$ cat config.mk
export PLATFORM = sky130hd
export DESIGN_NAME = skew_drive_queue
export DESIGN_NICKNAME = d
export VERILOG_FILES = /design/src/rtl/skew_drive_queue.sv
export SDC_FILE = /design/constraint.sdc
export NUM_CORES = 1
export LEC_CHECK = 0
export ABC_AREA = 1
export BUFFER_PORTS_ARGS = -buffer_cell sky130_fd_sc_hd__buf_4
export CORE_MARGIN = 4
export CORE_UTILIZATION = 50
export DETAILED_ROUTE_END_ITERATION = 6
export PLACE_DENSITY = 0.77
export SYNTH_ARGS = -nofsm -noshare
export SYNTH_HDL_FRONTEND = slang
export SYNTH_SLANG_ARGS = --single-unit
$ cat constraint.sdc
create_clock -name clk -period 3.82 [get_ports clk]
set_input_delay 0.382 -clock clk [delete_from_list [all_inputs] [get_ports clk]]
set_output_delay 0.382 -clock clk [all_outputs]
set_load 0.02 [all_outputs]
$ cat src/rtl/skew_drive_queue.sv
// Queues (data, skew) writes in order and drives each onto drv_out skew+1 edges after acceptance.
// Optional flush input is enabled by defining SKEW_DRIVE_FLUSH_EN.
module skew_drive_queue #(
  parameter int                 WIDTH     = 8,
  parameter int                 DEPTH     = 8,
  parameter int                 SKEW_W    = 4,
  parameter logic [WIDTH-1:0]   RESET_VAL = '0,
  localparam int                CNT_W     = $clog2(DEPTH + 1),
  localparam int                PTR_W     = $clog2(DEPTH)
) (
  input  logic              clk,
  input  logic              rst_n,
  input  logic              wr_valid,
  output logic              wr_ready,
  input  logic [WIDTH-1:0]  wr_data,
  input  logic [SKEW_W-1:0] wr_skew,
  output logic [WIDTH-1:0]  drv_out,
  output logic              drv_apply,
  output logic              drv_late,
  output logic [CNT_W-1:0]  pending
`ifdef SKEW_DRIVE_FLUSH_EN
  ,
  input  logic              flush
`endif
);

  logic [WIDTH-1:0]  data_q [DEPTH];
  logic [SKEW_W-1:0] cnt_q  [DEPTH];
  logic [DEPTH-1:0]  due_q;
  logic [DEPTH-1:0]  late_q;
  logic [DEPTH-1:0]  vld_q;
  logic [PTR_W-1:0]  rd_ptr_q, wr_ptr_q;
  logic [CNT_W-1:0]  count_q;
  logic              flush_now, do_pop, do_push;

`ifdef SKEW_DRIVE_FLUSH_EN
  assign flush_now = flush;
`else
  assign flush_now = 1'b0;
`endif

  // Full refuses writes even when the head fires on the same edge.
  assign wr_ready = (count_q != CNT_W'(DEPTH));
  assign pending  = count_q;
  assign do_pop   = !flush_now && vld_q[rd_ptr_q] && due_q[rd_ptr_q];
  assign do_push  = !flush_now && wr_valid && wr_ready;

  function automatic logic [PTR_W-1:0] ptr_inc(input logic [PTR_W-1:0] p);
    return (p == PTR_W'(DEPTH - 1)) ? '0 : p + 1'b1;
  endfunction

  always_ff @(posedge clk or negedge rst_n) begin
    if (!rst_n) begin
      for (int i = 0; i < DEPTH; i++) begin
        data_q[i] <= '0;
        cnt_q[i]  <= '0;
      end
      due_q     <= '0;
      late_q    <= '0;
      vld_q     <= '0;
      rd_ptr_q  <= '0;
      wr_ptr_q  <= '0;
      count_q   <= '0;
      drv_out   <= RESET_VAL;
      drv_apply <= 1'b0;
      drv_late  <= 1'b0;
    end else begin
      drv_apply <= do_pop;
      drv_late  <= do_pop && late_q[rd_ptr_q];
      if (do_pop) begin
        drv_out <= data_q[rd_ptr_q];
      end

      // Count down every queued entry; a due entry left standing becomes late.
      for (int i = 0; i < DEPTH; i++) begin
        if (vld_q[i]) begin
          if (cnt_q[i] != '0) begin
            cnt_q[i] <= cnt_q[i] - 1'b1;
            if (cnt_q[i] == SKEW_W'(1)) due_q[i] <= 1'b1;
          end else begin
            late_q[i] <= 1'b1;
          end
        end
      end

      if (do_pop) begin
        vld_q[rd_ptr_q] <= 1'b0;
        rd_ptr_q        <= ptr_inc(rd_ptr_q);
      end

      if (do_push) begin
        data_q[wr_ptr_q] <= wr_data;
        cnt_q[wr_ptr_q]  <= wr_skew;
        due_q[wr_ptr_q]  <= (wr_skew == '0);
        late_q[wr_ptr_q] <= 1'b0;
        vld_q[wr_ptr_q]  <= 1'b1;
        wr_ptr_q         <= ptr_inc(wr_ptr_q);
      end

      if (flush_now) begin
        vld_q    <= '0;
        rd_ptr_q <= '0;
        wr_ptr_q <= '0;
        count_q  <= '0;
      end else if (do_push && !do_pop) begin
        count_q <= count_q + 1'b1;
      end else if (do_pop && !do_push) begin
        count_q <= count_q - 1'b1;
      end
    end
  end

endmodule
==> flow_summary.ini <==
[sta]
tightest_slew_ns = 1.114
max_clock_freq_mhz = 335.8
slew_viol_final = 0
setup_viol = 0
fin_crit_sh_pct = 77.95
hold_viol_final = 0
slew_headroom_pct = 25.56
rsz0062_at_grt = no
period_minus_slack_ns = 2.978
clock_skew_ns = 0.007843
fin_tns_setup_ns = 0
layout_setup_ws_ns = 0.8423

[yosys]
synth_nets = 976
syn-instance-count = 929
synth_cell_types = 30
syn_area_per_cell_um2 = 7.895
ys_seq_area_share_pct = 47.77
netlist_area_um2 = 7335
ys_warn_count = 0
ys_ff_latch = 140

[critical_path]
critPathBufInv = 3
worstPathArrival_ns = 3.30
worstSetupPathType = reg -> reg
start_kind = flip-flop
cpPeakStageDelay_ns = 0.66
path_cells = inv_2 -> nor2_1 -> nand3_1 -> nand2_1 -> inv_1 -> nand2_4 -> nand2_4 -> ha_1 -> inv_1 -> ha_1 -> a21oi_1 -> nand2_1 -> xor2_1 -> nand2_1 -> nand2_1
path_common_cell = nand2_1
slowest_stage = dfrtp_1
crit_family = simple AND/OR/NAND/NOR gates
worstPathMaxFanout = 24
crit_path_end_kind = flip-flop
required_ns = 4.14

[pwr]
switching_share_pct = 43.45
power_density_nw_per_um2 = 944.5
p_sw_w = 0.003363
combPwrFrac_pct = 43.5
ir_drop_mv = 0.6110
p_int_w = 0.004376
p_leak_nw = 4.154
pwr-share-seq_pct = 35.8
clkPwrFrac_pct = 20.6

[place]
gp_congestion = 0.8540
hpwlAfterDp_mm = 10.77
pre_cts_slack_ns = 0.8717
portBuffers = 29

[final_layout]
antenna_cells = 0
final_nets = 993
fill_cells = 1269
layout-drive-gt1-share_pct = 9.072
area_delta_synth_final_pct = 11.72

[drt]
via_per_inst = 5.286
route.detailed.drc = 0
wl_per_cell_um = 14.99
vias = 6021
first_iter_violations = 507
ant_nets = 0
dr.pass1.iters = 5
totalWireLength_mm = 17.07

[floorplan]
rows = 43
die_w_um = 129.1
initial_core_util_pct = 52.03
die_y_um = 129.1
design.die.area_um2 = 16670
core_area_um2 = 14100
ioPinCount = 30

[global_route]
antenna_found_initial = 0
grt_pass1_vias = 5800
grt-ovfl-total = 0
grt_use_total_pct = 22.06
grt_pass1_wl_mm = 29.05
grt_max_degree = 107

[clock_tree]
cts_max_path_buffers = 2
cts_tree = done
ctsResizeCount = 0
root_buffer = clkbuf_16
cts_setup_buffers = 0
htreeDepth = 4
cts_buffers = 17
clock_latency_ns = 0.43
cts.sinks = 140
clkTransAtPathRegs_ns = 0.06
cts_hold_buf = 0

[worst_hold_path]
hp-class = in -> async

[run]
cap_viol_max_count = 0

[outcome]
status = finished clean
[sequential cells by signal (all words and copies together) (netlist names), 3 cells and up]
| register | flops |
|---|---|
| late_q | 8 |
| wr_ptr_q | 3 |
| cnt_q | 32 |
| drv_out | 8 |
| data_q | 64 |
| due_q | 8 |
| vld_q | 8 |
| rd_ptr_q | 3 |
| pending | 4 |
[worst reg2reg max path, cell delays in order (launching register included)]
cell and delay [ns]:
dfrtp_1 0.66, inv_2 0.22, nor2_1 0.25, nand3_1 0.10
nand2_1 0.09, inv_1 0.06, nand2_4 0.11, nand2_4 0.21
ha_1 0.29, inv_1 0.12, ha_1 0.28, a21oi_1 0.15
nand2_1 0.07, xor2_1 0.14, nand2_1 0.07, nand2_1 0.05
[Yosys cell counts]
cell / count / area (um^2)
a21oi_1: 46 / 230.2
a31o_2: 5 / 43.79
a31oi_1: 5 / 31.28
a41oi_1: 1 / 8.760
buf_2: 26 / 130.1
buf_4: 1 / 7.510
buf_6: 3 / 33.78
clkbuf_1: 5 / 18.77
clkbuf_2: 1 / 5.000
clkinv_2: 1 / 5.000
dfrtp_1: 140 / 3503
fa_1: 1 / 20.02
ha_1: 31 / 387.9
inv_1: 94 / 352.8
inv_2: 5 / 18.77
nand2_1: 291 / 1092
nand2_2: 2 / 12.51
nand2_4: 3 / 33.78
nand3_1: 50 / 250.2
nand3_2: 3 / 30.03
nand4_1: 10 / 62.56
nor2_1: 41 / 153.9
nor2_2: 2 / 12.51
nor3_1: 2 / 10.01
o21ai_0: 137 / 685.7
o21ai_2: 1 / 8.760
o22ai_1: 2 / 12.51
or2_2: 1 / 6.260
xnor2_1: 8 / 70.07
xor2_1: 11 / 96.34
[area by class of cell]
cell class	count	area, um^2	share of cell area (%)
flip-flops and latches	140	3503	42.75
multi-input cells	653	3259	39.78
clock buffers	21	460.4	5.619
inverters	100	376.6	4.596
clock inverters	11	110.1	1.344
repair buffers	34	259.0	3.161
well taps	180	225.2	2.749
[cells in the final DEF (no fill, tap or decap), types with 3 or more instances in the layout]
cell	n
a31o_2	5
inv_6	3
a31oi_1	5
xnor2_1	8
clkinv_4	3
dfrtp_1	140
nand3_1	50
nand4_1	10
buf_4	33
clkinvlp_4	3
inv_2	5
o21ai_0	137
nand2_4	3
a21oi_1	46
xor2_1	11
nor2_1	41
ha_1	31
clkbuf_16	17
inv_1	94
nand3_2	3
nand2_1	291
[per-layer routing]
layer,routed length (um),track usage (%),vias to the layer above
met3,910,5.111,26
li1,-,-,3022
met2,7846,33.35,151
met5,0,0,-
met4,302,8.153,0
met1,8011,31.20,2822
[kinds of logic (layout without fill, tap and decap cells)]
logic type                 after synthesis  after routing  share of synthesized area (%)
AOI/OAI and AO/OA                      197            197                          13.92
DFF                                    140            140                          47.77
and+or+nand+nor                        405            405                          22.69
xor gates and xnor gates                19             19                          2.269
buffers and inverters                  136            166                          7.796
adders and majority gates               32             32                          5.561
[worst paths after layout]
check | from | end | slack [ns] | cells after the start
worst min register to register | data_q[56] | data_q[56] | 0.49 | 2
worst min-delay path | rst_n | data_q[15] | 0.08 | 1
max in group asynchronous | rst_n | data_q[27] | 2.89 | 2
min in group clk | wr_skew[3] | cnt_q[7] | 0.28 | 3
worst max register to register | rd_ptr_q[2] | pending[3] | 0.84 | 15
worst max-delay path | rd_ptr_q[2] | pending[3] | 0.84 | 15
[power groups by stage]
stage	Combinational (W)	Sequential (W)	Clock (W)
2_1_floorplan	0.00266	0.00265	0
3_3_place_gp	0.00322	0.00276	0
3_5_place_dp	0.00335	0.00277	0
4_1_cts	0.00338	0.00276	0.00162
5_1_grt	0.00391	0.00286	0.00171
6_report	0.00337	0.00277	0.00160
[through the flow]
step           power, W  hold slack [ns]  instance area (um^2)  utilization [%]  cells
6_report       0.007739          0.07950                  8194            58.13   1139
4_1_cts        0.007761           0.1324                  8194            58.13   1139
2_1_floorplan  0.005305          0.08641                  7335                -    929
5_1_grt        0.008478           0.1688                  8194            58.13   1139
3_3_place_gp   0.005976           0.4663                  7624            54.08   1107
3_5_place_dp   0.006120           0.4724                  7624            54.08   1107
Power figures use the tool's default switching activity.
